==> src/rtl/mem_if_pkg.sv <==
// Shared memory-interface types: arbiter state encoding, owner IDs and bus widths
// used by the arbiter and the cache controllers.
package mem_if_pkg;
   localparam int ADDR_W  = 28;
   localparam int BLOCK_W = 256;

   typedef enum logic [1:0] {
      IDLE  = 2'b00,
      GNT_I = 2'b01,
      GNT_D = 2'b10
   } arb_state_e;

   typedef enum logic {
      OWN_I = 1'b0,
      OWN_D = 1'b1
   } owner_e;
endpackage

==> src/rtl/mem_arbiter_if.sv <==
// Bundle of I-cache, D-cache and memory-side signals around the arbiter.
// slave = arbiter view, master = requesters/memory view.
interface mem_arbiter_if
   import mem_if_pkg::*;
#(
   parameter int ADDR_WIDTH = ADDR_W,
   parameter int BLOCK_SIZE = BLOCK_W
) ();
   logic [ADDR_WIDTH-1:0] i_addr;
   logic                  i_valid;
   logic [BLOCK_SIZE-1:0] i_rd;
   logic                  i_ready;

   logic [ADDR_WIDTH-1:0] d_addr;
   logic [BLOCK_SIZE-1:0] d_wr;
   logic                  d_rw;
   logic                  d_valid;
   logic [BLOCK_SIZE-1:0] d_rd;
   logic                  d_ready;

   logic [ADDR_WIDTH-1:0] mem_addr;
   logic [BLOCK_SIZE-1:0] mem_wr;
   logic                  mem_rw;
   logic                  mem_valid;
   logic [BLOCK_SIZE-1:0] mem_rd;
   logic                  mem_ready;

   logic [1:0]            grant;
   logic                  timeout_err;

   modport slave (
      input  i_addr, i_valid, d_addr, d_wr, d_rw, d_valid, mem_rd, mem_ready,
      output i_rd, i_ready, d_rd, d_ready, mem_addr, mem_wr, mem_rw, mem_valid,
             grant, timeout_err
   );

   modport master (
      output i_addr, i_valid, d_addr, d_wr, d_rw, d_valid, mem_rd, mem_ready,
      input  i_rd, i_ready, d_rd, d_ready, mem_addr, mem_wr, mem_rw, mem_valid,
             grant, timeout_err
   );
endinterface

==> src/rtl/mem_watchdog.sv <==
// Saturating beat watchdog: counts cycles while enabled, flags when the count
// reaches TIMEOUT. TIMEOUT = 0 disables the flag.
module mem_watchdog #(
   parameter int TIMEOUT   = 1023,
   parameter int CNT_WIDTH = 10
) (
   input  logic clk,
   input  logic rst_n,
   input  logic clr_i,
   input  logic en_i,
   output logic timeout_o
);
   logic [CNT_WIDTH-1:0] wd_cnt_q, wd_cnt_d;

   always_comb begin
      wd_cnt_d = wd_cnt_q;
      if (clr_i) begin
         wd_cnt_d = '0;
      end else if (en_i && (wd_cnt_q != {CNT_WIDTH{1'b1}})) begin
         wd_cnt_d = wd_cnt_q + 1'b1;
      end
   end

   always_ff @(posedge clk or negedge rst_n) begin
      if (!rst_n) begin
         wd_cnt_q <= '0;
      end else begin
         wd_cnt_q <= wd_cnt_d;
      end
   end

   assign timeout_o = (TIMEOUT != 0) && en_i && (wd_cnt_q == CNT_WIDTH'(TIMEOUT));
endmodule

==> src/rtl/mem_arbiter.sv <==
// Round-robin arbiter sharing one memory port between I-cache and D-cache.
// One beat per grant; every beat returns to IDLE so both sides re-arbitrate.
module mem_arbiter
   import mem_if_pkg::*;
#(
   parameter int ADDR_WIDTH = ADDR_W,
   parameter int BLOCK_SIZE = BLOCK_W,
   parameter int TIMEOUT    = 1023,
   parameter int CNT_WIDTH  = 10
) (
   input  logic          clk,
   input  logic          rst_n,
   mem_arbiter_if.slave  bus
);
   arb_state_e state_q, state_d;
   owner_e     last_owner_q, last_owner_d;
   logic       wd_clr, wd_en, wd_tmo;

   mem_watchdog #(
      .TIMEOUT   (TIMEOUT),
      .CNT_WIDTH (CNT_WIDTH)
   ) u_watchdog (
      .clk       (clk),
      .rst_n     (rst_n),
      .clr_i     (wd_clr),
      .en_i      (wd_en),
      .timeout_o (wd_tmo)
   );

   always_comb begin
      state_d         = state_q;
      last_owner_d    = last_owner_q;
      wd_clr          = 1'b1;
      wd_en           = 1'b0;
      bus.mem_addr    = {ADDR_WIDTH{1'b0}};
      bus.mem_wr      = {BLOCK_SIZE{1'b0}};
      bus.mem_rw      = 1'b0;
      bus.mem_valid   = 1'b0;
      bus.i_rd        = {BLOCK_SIZE{1'b0}};
      bus.d_rd        = {BLOCK_SIZE{1'b0}};
      bus.i_ready     = 1'b0;
      bus.d_ready     = 1'b0;
      bus.grant       = 2'b00;
      bus.timeout_err = 1'b0;

      case (state_q)
         IDLE: begin
            // On a tie the port that did not own the previous beat wins
            if (bus.i_valid && (!bus.d_valid || last_owner_q == OWN_D)) begin
               state_d = GNT_I;
            end else if (bus.d_valid) begin
               state_d = GNT_D;
            end
         end
         GNT_I: begin
            bus.mem_addr  = bus.i_addr;
            bus.mem_valid = bus.i_valid;
            bus.i_rd      = bus.mem_rd;
            bus.d_rd      = bus.mem_rd;
            bus.grant     = 2'b01;
            wd_clr        = 1'b0;
            wd_en         = 1'b1;
            if (!bus.i_valid || bus.mem_ready || wd_tmo) begin
               state_d      = IDLE;
               last_owner_d = OWN_I;
               wd_clr       = 1'b1;
               bus.i_ready  = bus.i_valid && bus.mem_ready;
               bus.timeout_err = bus.i_valid && !bus.mem_ready && wd_tmo;
            end
         end
         GNT_D: begin
            bus.mem_addr  = bus.d_addr;
            bus.mem_wr    = bus.d_wr;
            bus.mem_rw    = bus.d_rw;
            bus.mem_valid = bus.d_valid;
            bus.i_rd      = bus.mem_rd;
            bus.d_rd      = bus.mem_rd;
            bus.grant     = 2'b10;
            wd_clr        = 1'b0;
            wd_en         = 1'b1;
            if (!bus.d_valid || bus.mem_ready || wd_tmo) begin
               state_d      = IDLE;
               last_owner_d = OWN_D;
               wd_clr       = 1'b1;
               bus.d_ready  = bus.d_valid && bus.mem_ready;
               bus.timeout_err = bus.d_valid && !bus.mem_ready && wd_tmo;
            end
         end
         default: state_d = IDLE;
      endcase
   end

   always_ff @(posedge clk or negedge rst_n) begin
      if (!rst_n) begin
         state_q      <= IDLE;
         last_owner_q <= OWN_D;
      end else begin
         state_q      <= state_d;
         last_owner_q <= last_owner_d;
      end
   end
endmodule

==> src/flat_wrapper.sv <==
// flat-port wrapper written by rule: the top's interface ports become plain ports
module mem_arbiter_flat import mem_if_pkg::*;
#(
   parameter int ADDR_WIDTH = ADDR_W,
   parameter int BLOCK_SIZE = BLOCK_W,
   parameter int TIMEOUT    = 1023,
   parameter int CNT_WIDTH  = 10
)
  (clk, rst_n, bus_i_addr, bus_i_valid, bus_d_addr, bus_d_wr, bus_d_rw, bus_d_valid, bus_mem_rd, bus_mem_ready, bus_i_rd, bus_i_ready, bus_d_rd, bus_d_ready, bus_mem_addr, bus_mem_wr, bus_mem_rw, bus_mem_valid, bus_grant, bus_timeout_err);
  mem_arbiter_if #(.ADDR_WIDTH(ADDR_WIDTH), .BLOCK_SIZE(BLOCK_SIZE)) bus_i ();
  input  logic clk;
  input  logic rst_n;
  input wire logic [$bits(bus_i.i_addr)-1:0] bus_i_addr;
  input wire logic [$bits(bus_i.i_valid)-1:0] bus_i_valid;
  input wire logic [$bits(bus_i.d_addr)-1:0] bus_d_addr;
  input wire logic [$bits(bus_i.d_wr)-1:0] bus_d_wr;
  input wire logic [$bits(bus_i.d_rw)-1:0] bus_d_rw;
  input wire logic [$bits(bus_i.d_valid)-1:0] bus_d_valid;
  input wire logic [$bits(bus_i.mem_rd)-1:0] bus_mem_rd;
  input wire logic [$bits(bus_i.mem_ready)-1:0] bus_mem_ready;
  output wire logic [$bits(bus_i.i_rd)-1:0] bus_i_rd;
  output wire logic [$bits(bus_i.i_ready)-1:0] bus_i_ready;
  output wire logic [$bits(bus_i.d_rd)-1:0] bus_d_rd;
  output wire logic [$bits(bus_i.d_ready)-1:0] bus_d_ready;
  output wire logic [$bits(bus_i.mem_addr)-1:0] bus_mem_addr;
  output wire logic [$bits(bus_i.mem_wr)-1:0] bus_mem_wr;
  output wire logic [$bits(bus_i.mem_rw)-1:0] bus_mem_rw;
  output wire logic [$bits(bus_i.mem_valid)-1:0] bus_mem_valid;
  output wire logic [$bits(bus_i.grant)-1:0] bus_grant;
  output wire logic [$bits(bus_i.timeout_err)-1:0] bus_timeout_err;
  assign bus_i.i_addr = bus_i_addr;
  assign bus_i.i_valid = bus_i_valid;
  assign bus_i.d_addr = bus_d_addr;
  assign bus_i.d_wr = bus_d_wr;
  assign bus_i.d_rw = bus_d_rw;
  assign bus_i.d_valid = bus_d_valid;
  assign bus_i.mem_rd = bus_mem_rd;
  assign bus_i.mem_ready = bus_mem_ready;
  assign bus_i_rd = bus_i.i_rd;
  assign bus_i_ready = bus_i.i_ready;
  assign bus_d_rd = bus_i.d_rd;
  assign bus_d_ready = bus_i.d_ready;
  assign bus_mem_addr = bus_i.mem_addr;
  assign bus_mem_wr = bus_i.mem_wr;
  assign bus_mem_rw = bus_i.mem_rw;
  assign bus_mem_valid = bus_i.mem_valid;
  assign bus_grant = bus_i.grant;
  assign bus_timeout_err = bus_i.timeout_err;
  mem_arbiter #(.ADDR_WIDTH(ADDR_WIDTH), .BLOCK_SIZE(BLOCK_SIZE), .TIMEOUT(TIMEOUT), .CNT_WIDTH(CNT_WIDTH)) u_core (.clk(clk), .rst_n(rst_n), .bus(bus_i));
endmodule
==> config.mk <==
export PLATFORM = sky130hd
export DESIGN_NAME = mem_arbiter_flat
export DESIGN_NICKNAME = d
export VERILOG_FILES = /design/src/rtl/mem_if_pkg.sv /design/src/rtl/mem_arbiter_if.sv /design/src/rtl/mem_watchdog.sv /design/src/rtl/mem_arbiter.sv /design/src/flat_wrapper.sv
export SDC_FILE = /design/constraint.sdc
export NUM_CORES = 1
export LEC_CHECK = 0
export CAP_MARGIN = 15
export CORE_AREA = 3 3 529 531
export CTS_CLUSTER_DIAMETER = 120
export DETAILED_ROUTE_END_ITERATION = 7
export DIE_AREA = 0 0 532 534
export GPL_TIMING_DRIVEN = 0
export PLACE_DENSITY = 0.3
export SYNTH_ARGS = -nofsm -noshare
export SYNTH_HDL_FRONTEND = slang
export SYNTH_SLANG_ARGS = --single-unit
==> constraint.sdc <==
create_clock -name clk -period 3 [get_ports clk]
set_input_delay 0.9 -clock clk [delete_from_list [all_inputs] [get_ports clk]]
set_output_delay 0.9 -clock clk [all_outputs]
set_load 0.02 [all_outputs]
==> flow_summary.ini, run 1 <==
[worst_setup_path]
crit_fanout = 7
rrSetupSlack_ns = 0.93
r2r_cells = 8
start_kind = register
end_kind = output port
rr_startpoint = u_core.state_q[1]$_DFFE_PN0P_
r2r-end = u_core.u_watchdog.wd_cnt_q[1]$_DFFE_PN0P_
criticalPathCategory = register to output port
crit_required_ns = 2.10
critPathArrivalTime_ns = 2.32

[global_routing]
grt_pass1_vias = 13970
use_met1_pct = 17.55
grt_use_met2_pct = 21.65
grt_max_degree = 14
top_usage_layer = met2
grtUsageMet3_pct = 6.201
grt_first_pass_wirelength_um = 235400
grt.total_usage_pct = 13.65
grt_overflow = 0
grt_antenna_before_repair = 99

[synth]
yosys-top-cells-count = 513 x and2_1, 256 x buf_4, 61 x clkbuf_1, 29 x nor2b_1, 28 x a22oi_1
yosysMostFrequentCell = and2_1
syn_area_per_cell_um2 = 6.782
synth_top_area_share_pct = 48.53
syn_inst = 975
yosys_warnings = 0
yosys.cell_types.count = 34
synth_ff_type = dfrtp_1
synthArstFlopShare_pct = 100.0
synth_seq_area_share_pct = 4.939
syn-cell-area_um2 = 6613
synth.ff_latch_count = 13
netlist.top_cell.by_area = and2_1
syn_nets = 1555
ys_top_cells_by_area = and2_1 49%, buf_4 29%, dfrtp_1 4.5%
synth-edff-count = 0

[placement]
gp_congestion = 1.006
post-place-ws_ns = -2.243
dp.cells = 6060
dp_hpwl_um = 190000
port_buffers = 1376

[routing]
ant_nets = 0
wl_per_cell_um = 33.06
num_vias = 13260
viasPerCell = 2.135
wirelength_um = 205300
drc_errors = 0
drt_iter0_markers = 417
first_pass_iters = 4

[cells_and_area]
fillers = 32170
drive_gt1_share_pct = 59.24
fin_nets = 3064
fin_cells = 6211
utilization_pct = 10.41
syn_to_final_growth_pct = 334.5

[cts]
clock_sinks = 13
cts_hold_buffers = 0
clock_path_buffers = 2
cts-buffers-inserted = 3
cts_tree = yes
insertion_delay_ns = 0.25
cts-root-buf = clkbuf_16
htree_levels = 1
clk_pin_slew_worst_paths_ns = 0.05

[min_path]
hold_end = u_core.u_watchdog.wd_cnt_q[9]$_DFFE_PN0P_
hp-class = register to register
holdPathStages = 2
hold_start = u_core.u_watchdog.wd_cnt_q[9]$_DFFE_PN0P_

[sta]
setup_slack_ns = -0.2169
min_period_ns = 3.217
setup_viol = 254
period_share_pct = 107.2
tightest_slew_ns = 0.6758
maxSlewHeadroom_pct = 54.80
skew_ns = 0.004702
hold_violations = 0
drv_slew = 0
rsz0062_at_grt = yes
timing.fmax_ghz = 0.3109
tns_ns = -15.81

[status]
status = finished, violations left
violations = negative setup slack

[job]
maxCapViolCount = 0

[floorplan]
die_w_um = 532
start_util_pct = 2.396
dieHeight_um = 534
ios = 1377
core_um2 = 276000
rows = 193
fp.dieArea_um2 = 284100

[pwr]
leakage_nw = 13.32
vdd_drop_max_mv = 0.6644
power_w = 0.03836
power_density_nw_per_um2 = 1335
==> metrics by stage <==
step / hold slack (ns) / area [um2]
after floorplan: 0.5467 / 6613
after global placement: 0.5727 / 25020
after detailed placement: 0.5789 / 25130
after CTS: 0.5870 / 27330
after global routing: 0.6300 / 28710
final: 0.5807 / 28730
==> cells in the final DEF (no fill, tap or decap), types with 4 or more instances in the layout <==
cell and n:
buf_12 92, ha_1 4, a22oi_1 23, clkbuf_8 7, buf_2 45, clkbuf_16 33
nand2_1 6, nand3_1 5, dfrtp_1 12, clkbuf_4 57, a21oi_1 4, clkdlybuf4s50_1 541
o21ai_0 10, and2_1 242, and2_4 248, clkbuf_2 211, and2_2 24, diode_2 23
a22oi_2 5, buf_16 6, nor2b_1 25, buf_6 425, buf_8 55, xor2_1 4
dlymetal6s2s_1 87, xnor2_1 4, buf_4 239, dlygate4sd2_1 27
==> cell type report <==
| cell class | instances | area (um2) | share of cell area, % |
|---|---|---|---|
| clock inverter | 1 | 5.005 | 0.01742 |
| multi-input combinational | 633 | 4816 | 16.76 |
| sequential | 13 | 326.6 | 1.137 |
| antenna | 23 | 57.56 | 0.2003 |
| clock buffer | 3 | 75.07 | 0.2613 |
| tap | 3705 | 4636 | 16.14 |
| buffer | 301 | 3221 | 11.21 |
| timing repair buffer | 1527 | 15570 | 54.21 |
| inverter | 5 | 18.77 | 0.06533 |
==> layer usage <==
layer | up-vias | part of all wire, %
li1 | 5788 | -
met1 | 6229 | 44
met2 | 1095 | 44
met3 | 138 | 11
met4 | 8 | 1.5
met5 | - | 0.029
==> worst max-delay path, stage by stage, from the launching register on <==
cell and delay (ns):
dfrtp_1 0.39, inv_2 0.11, ha_4 0.21, buf_12 0.15, clkbuf_16 0.19, buf_12 0.14, buf_12 0.12, clkbuf_16 0.15
buf_8 0.13, and2_4 0.14, buf_6 0.13, buf_8 0.13
==> sequential cells by signal (all words and copies together), names as in the netlist <==
| signal | cells |
|---|---|
| u_core.u_watchdog.wd_cnt_q | 10 |
| u_core.state_q | 2 |
| u_core.last_owner_q | 1 |
==> timing repair <==
action                                  in CTS  in global routing
gates resized for setup                   2801               2004
setup buffers                               77                 55
pin swaps                                   44                 49
cloned                                      13                 11
endpoints found under the setup margin     801                794
==> kinds of logic after synthesis <==
kind of cell               share of synthesized area (%)
and+or+nand+nor                                    53.76
buffers and inverters                              33.53
AOI/OAI and AO/OA                                  5.355
DFF                                                4.939
xor gates and xnor gates                           1.059
adders and majority gates                          1.135
muxes                                             0.2270
==> worst max path at each step <==
stage	startpoint	to	cells after the start
floorplan	bus_i_valid	bus_timeout_err	3
global placement	u_core.state_q[0]$_DFFE_PN0P_	bus_i_rd[2]	8
detailed placement	u_core.state_q[0]$_DFFE_PN0P_	bus_i_rd[27]	8
CTS	u_core.state_q[0]$_DFFE_PN0P_	bus_i_rd[177]	9
global route	u_core.state_q[1]$_DFFE_PN0P_	bus_d_rd[11]	11
finish	u_core.state_q[0]$_DFFE_PN0P_	bus_d_rd[11]	11
==> power breakdown <==
part | switching (W) | internal (W)
logic | 0.0205 | 0.0173
registers | 0.0000235 | 0.000208
clock network | 0.0000806 | 0.000178
Power figures use the tool's default switching activity.
==> run 2, diff against run 1 <==
--- a/config.mk
+++ b/config.mk
@@ -7,7 +7,8 @@
 export LEC_CHECK = 0
 export CAP_MARGIN = 15
 export CORE_AREA = 3 3 529 531
-export CTS_CLUSTER_DIAMETER = 120
+export CTS_BUF_LIST = sky130_fd_sc_hd__clkbuf_16
+export CTS_CLUSTER_DIAMETER = 200
 export DETAILED_ROUTE_END_ITERATION = 7
 export DIE_AREA = 0 0 532 534
 export GPL_TIMING_DRIVEN = 0
==> results of run 2 <==
The final DEF is identical to that of run 1; final timing and power are the same.
==> RTL change 1 (flow settings as in run 2) <==
`CNT_WIDTH` is set to 10 in 3 places; all go to 8.
--- a/src/rtl/mem_watchdog.sv
+++ b/src/rtl/mem_watchdog.sv
@@ -2,7 +2,7 @@
 // reaches TIMEOUT. TIMEOUT = 0 disables the flag.
 module mem_watchdog #(
    parameter int TIMEOUT   = 1023,
-   parameter int CNT_WIDTH = 10
+   parameter int CNT_WIDTH = 8
 ) (
    input  logic clk,
    input  logic rst_n,
--- a/src/rtl/mem_arbiter.sv
+++ b/src/rtl/mem_arbiter.sv
@@ -6,7 +6,7 @@
    parameter int ADDR_WIDTH = ADDR_W,
    parameter int BLOCK_SIZE = BLOCK_W,
    parameter int TIMEOUT    = 1023,
-   parameter int CNT_WIDTH  = 10
+   parameter int CNT_WIDTH  = 8
 ) (
    input  logic          clk,
    input  logic          rst_n,
--- a/src/flat_wrapper.sv
+++ b/src/flat_wrapper.sv
@@ -4,7 +4,7 @@
    parameter int ADDR_WIDTH = ADDR_W,
    parameter int BLOCK_SIZE = BLOCK_W,
    parameter int TIMEOUT    = 1023,
-   parameter int CNT_WIDTH  = 10
+   parameter int CNT_WIDTH  = 8
 )
   (clk, rst_n, bus_i_addr, bus_i_valid, bus_d_addr, bus_d_wr, bus_d_rw, bus_d_valid, bus_mem_rd, bus_mem_ready, bus_i_rd, bus_i_ready, bus_d_rd, bus_d_ready, bus_mem_addr, bus_mem_wr, bus_mem_rw, bus_mem_valid, bus_grant, bus_timeout_err);
   mem_arbiter_if #(.ADDR_WIDTH(ADDR_WIDTH), .BLOCK_SIZE(BLOCK_SIZE)) bus_i ();
Check against the original RTL: no difference found for any inputs over 4 cycles, from zero or initial values and one cycle with rst_n low; that may be too few to reach the edited logic, so the function may still have changed.
==> RTL change 1 against run 2 <==
- the flow still finishes with violations (setup timing)
- count of clock-buffer cells in the layout did not move
- power decreased by 9.4%
- sequential cell count down 2
- register-to-register slack lost 0.38 ns
- worst setup slack improved by 0.083 ns
- routed wire length is 5.8% higher
- first-iteration DRC count is 15% higher
- area after synthesis shrank 3.3%
- via count shrank 1.6%
- design area shrank 8.6%
- die area unchanged
- core utilization down 0.89 points
- critical path depth down 1
- sequential share of layout area decreased by 0.079 points
- critical path type unchanged
- largest power group unchanged
- highest routed layer unchanged
==> RTL change 1: results (changes against run 2) <==
failing checks=setup timing; clk_skew=0.00497 ns (+0.000265 ns); register area share after synthesis=0.0432 (-0.00615); final setup fails=112 (-56%); routed len/inst=35.4 um (+7.2%); dpl hpwl=204 mm (+7.5%); Final TNS setup=-3.48 ns (+12.33 ns); worst vdd ir=0.804 mV (+21%); status=finished with violations; Leakage=0.0116 uW (-13%); Final #Nets=2,986 (-2.5%); Inst Count DP=6,048 (-0.20%); Routed WL=217 mm (+5.8%); vias per cell=2.13 (-0.28%); worst slack at placement=-2.15 ns (+0.0893 ns); Combinational Power=34,300 uW (-9.5%); hold_sp=u_core.u_watchdog.wd_cnt_q[7]$_DFFE_PN0P_; Worst path slowest cell=dfrtp_2; Area contributors post-synth=and2_1 50%, buf_4 30%, dfrtp_1 3.9%; Final Worst Setup Slack=-0.134 ns (+0.0827 ns); Placer Congestion=0.919 (-8.7%); share of layout cells above drive strength 1=0.585 (-0.00781); Syn Nets=1,545 (-0.64%); post_cts resized=3,943 (+41%); Post-DP Area=24,800 sq um (-1.1%)
RTL change 1: final timing paths:
path                                                             end  slack [ns]  depth (start not counted)
max in group asynchronous              u_core.state_q[0]$_DFFE_PN0P_        1.48                          1
hold reg to reg            u_core.u_watchdog.wd_cnt_q[7]$_DFFE_PN0P_        0.57                          2
hold / removal             u_core.u_watchdog.wd_cnt_q[7]$_DFFE_PN0P_        0.57                          2
setup / recovery                                       bus_i_rd[130]       -0.13                         10
setup reg to reg           u_core.u_watchdog.wd_cnt_q[2]$_DFFE_PN0P_        0.55                         10
min in group asynchronous  u_core.u_watchdog.wd_cnt_q[0]$_DFFE_PN0P_        1.07                          1
RTL change 1: routing by layer:
metal / global-route usage / part of all wire
met2: 0.219 / 0.42
met1: 0.174 / 0.41
met5: 0 / 0.0026
met4: 0.00940 / 0.013
met3: 0.0979 / 0.15
RTL change 1: area by class of cell:
class | instances | area (sq um) | area share
clock buffer | 3 | 75.1 | 0.00286
multi-input combinational | 623 | 4630 | 0.176
tap | 3705 | 4640 | 0.176
inverter | 6 | 28.8 | 0.00110
sequential | 11 | 278 | 0.0106
clock inverter | 1 | 3.75 | 0.000143
buffer | 310 | 2940 | 0.112
antenna | 18 | 45.0 | 0.00171
timing repair buffer | 1451 | 13600 | 0.519
RTL change 1: kinds of logic (layout without fill, tap and decap cells):
| kind of cell | count (synthesis) | in the layout | synth area share |
|---|---|---|---|
| AOI/OAI and AO/OA | 46 | 46 | 0.0505 |
| xor gates and xnor gates | 6 | 6 | 0.00822 |
| adders and majority gates | 6 | 6 | 0.0117 |
| buffers and inverters | 331 | 1771 | 0.347 |
| DFF | 11 | 11 | 0.0432 |
| muxes | 1 | 1 | 0.00176 |
| other | 0 | 18 | 0 |
| and+or+nand+nor | 564 | 564 | 0.538 |
==> RTL change 2 (config.mk and constraints of run 2) <==
Without the edit above. The 3 states of `arb_state_e` get a one-hot encoding in 3 bits.
--- a/src/rtl/mem_if_pkg.sv
+++ b/src/rtl/mem_if_pkg.sv
@@ -4,10 +4,10 @@
    localparam int ADDR_W  = 28;
    localparam int BLOCK_W = 256;
 
-   typedef enum logic [1:0] {
-      IDLE  = 2'b00,
-      GNT_I = 2'b01,
-      GNT_D = 2'b10
+   typedef enum logic [2:0] {
+      IDLE  = 3'b001,
+      GNT_I = 3'b010,
+      GNT_D = 3'b100
    } arb_state_e;
 
    typedef enum logic {
Check against the original RTL: same outputs for any inputs over 4 cycles, from zero or initial values and one cycle with rst_n low; so few cycles prove little.
==> RTL change 2 against run 2 <==
- the flow still finishes with violations (setup timing)
- routed wire length grew 12%
- area after synthesis shrank 3.1%
- first-iteration DRC count grew 21%
- design area shrank 3.8%
- worst setup slack lost 0.040 ns
- sequential cell count grew 1
- clock skew shrank 0.0035 ns
- critical path type unchanged
- critical endpoint is now bus_i_rd[20]
- largest cell class unchanged
- highest routed layer unchanged
Power is not compared: it rests on default switching activity, and its combinational part moved more than twofold at a synthesized area within 25%.
==> RTL change 2: results (changes against run 2) <==
Final Worst Setup Slack=-0.256 ns (-0.0395 ns); Final #Nets=2,977 (-2.8%); register area share after synthesis=0.0551 (+0.00570); power share of the combinational group=0.968; Leakage=0.0128 uW; clk slew on worst S/H paths=0.05 ns (about the same); type of the worst min-delay path=reg -> reg; dpl hpwl=218 mm (+15%); Routed WL=230 mm (+12%); library cells used by synthesis=34 (unchanged); global-route wire length before repair=260 mm (+10%); worst vdd ir=0.191 mV; hold slack=0.503 ns (-0.0781 ns); first-pass iteration count of the detailed router=4 (unchanged); Max Fanout on Critical Path=11 (+4); Num CTS Buffers=3 (unchanged); Clock Tree Root=clkbuf_16; pin count of the biggest net entering global routing=15 (+1); Placer Congestion=0.978 (-2.8%); Via Count=13,400 (+0.74%); failing checks=setup timing; Worst path slowest cell=clkdlybuf4s50_1; Max Root-Sink Buffers=2 (unchanged); Post-DP Area=24,800 sq um (-1.2%); final setup fails=273 (+7.5%); Inst Count DP=6,019 (-0.68%); largest registers=u_core.u_watchdog.wd_cnt_q x10, u_core.state_q x3, u_core.last_owner_q x1; DRT iter0 DRCs=505 (+21%); main flop type after synthesis=dfrtp_1; Area contributors post-synth=and2_1 50%, buf_4 30%, dfrtp_1 4.7%; clk_skew=0.00124 ns (-0.00346 ns); max-slew headroom at the worst pin=0.548 (about the same); leading post-synthesis cells by instance count=514 x and2_1, 258 x buf_4, 30 x clkbuf_1; Mapped Cells=937 (-3.9%); GRT Util Overall=0.154 (+0.0173); Worst path max stage delay=0.58 ns (+0.19 ns); fill cell count=32,200 (+0.17%); Yosys warnings=0 (unchanged); worst reg-to-reg setup slack=1.08 ns (+0.15 ns); initial antenna violation count=173 (+75%); Clk. pwr=255 uW; ys async rst share=1.00 (unchanged); # port buffers=1,376 (unchanged); Non-Filler Instances=6,135 (-1.2%); status=finished with violations; share of layout cells above drive strength 1=0.544 (-0.0485); H-tree depth=1 (unchanged); total internal power=7340 uW; latest clock arrival within the worst-skew pair=0.24 ns; Syn Nets=1,512 (-2.8%)
RTL change 2: changes by cell type after synthesis, sizes merged, moves of 3 or more:
cell | run 2 | this run
a21oi | 4 | 1
a22o | 0 | 28
a22oi | 29 | 0
buf | 262 | 267
clkbuf | 62 | 53
ha | 6 | 1
nor2 | 3 | 12
nor2b | 30 | 0
o21ai | 11 | 3
RTL change 2: critical path: cells and delay by family (launching register included):
family	cells	cell delay, ns
AND/OR/NAND/NOR	2	0.39
flip-flops	1	0.42
XOR/XNOR	1	0.15
buffers and inverters	4	1.11
RTL change 2: cells by family (layout without fill, tap and decap cells):
kind of cell    Yosys count  count (layout)  share of synthesized area
compound gates           36              36                     0.0465
simple gates            554             554                      0.537
xor+xnor                  9               9                     0.0123
fa+ha+maj                 1               1                    0.00195
flops                    14              14                     0.0551
buf+inv                 323            1787                      0.347
other cells               0              29                          0
RTL change 2: area by class of cell:
class	count	area (sq um)	area share
tap	3705	4640	0.168
buffer	280	2640	0.0953
clock buffer	3	75.1	0.00272
antenna	29	72.6	0.00263
clock inverter	1	3.75	0.000136
multi-input combinational	600	4400	0.159
sequential	14	355	0.0129
inverter	3	11.3	0.000407
timing repair buffer	1500	15500	0.559
RTL change 2: per-stage QoR:
step	power (uW)	TNS, ns	utilization	worst slack, ns
6_report	15700	-18.25	0.100	-0.256
5_1_grt	16500	-62.14	0.100	-0.360
4_1_cts	15200	-88.86	0.0954	-0.484
3_5_place_dp	13000	-760.51	0.0899	-1.70
3_3_place_gp	13000	-1143.68	0.0899	-2.43
2_1_floorplan	4810	0	-	0.0926
RTL change 2: final timing paths:
check / depth (start not counted) / startpoint / to
max: 7 / u_core.state_q[2]$_DFFE_PN0P_ / bus_i_rd[20]
min: 1 / u_core.u_watchdog.wd_cnt_q[0]$_DFFE_PN0P_ / u_core.u_watchdog.wd_cnt_q[0]$_DFFE_PN0P_
max reg2reg: 6 / u_core.u_watchdog.wd_cnt_q[0]$_DFFE_PN0P_ / u_core.u_watchdog.wd_cnt_q[6]$_DFFE_PN0P_
min reg2reg: 1 / u_core.u_watchdog.wd_cnt_q[0]$_DFFE_PN0P_ / u_core.u_watchdog.wd_cnt_q[0]$_DFFE_PN0P_
max in group asynchronous: 1 / rst_n / u_core.state_q[2]$_DFFE_PN0P_
min in group asynchronous: 1 / rst_n / u_core.state_q[1]$_DFFE_PN0P_
RTL change 2: metal layers:
metal	GRT usage	share of wire	vias up
met5	0	0.0018	-
met4	0.0169	0.023	66
met3	0.107	0.15	360
met2	0.271	0.48	1192
met1	0.152	0.34	6145
li1	-	-	5593
RTL change 2: timing repair:
action	in CTS	in global routing
pin swaps	52	71
gates resized for setup	3664	797
cloned	9	6
setup buffers	65	57
setup endpoints to repair	803	744
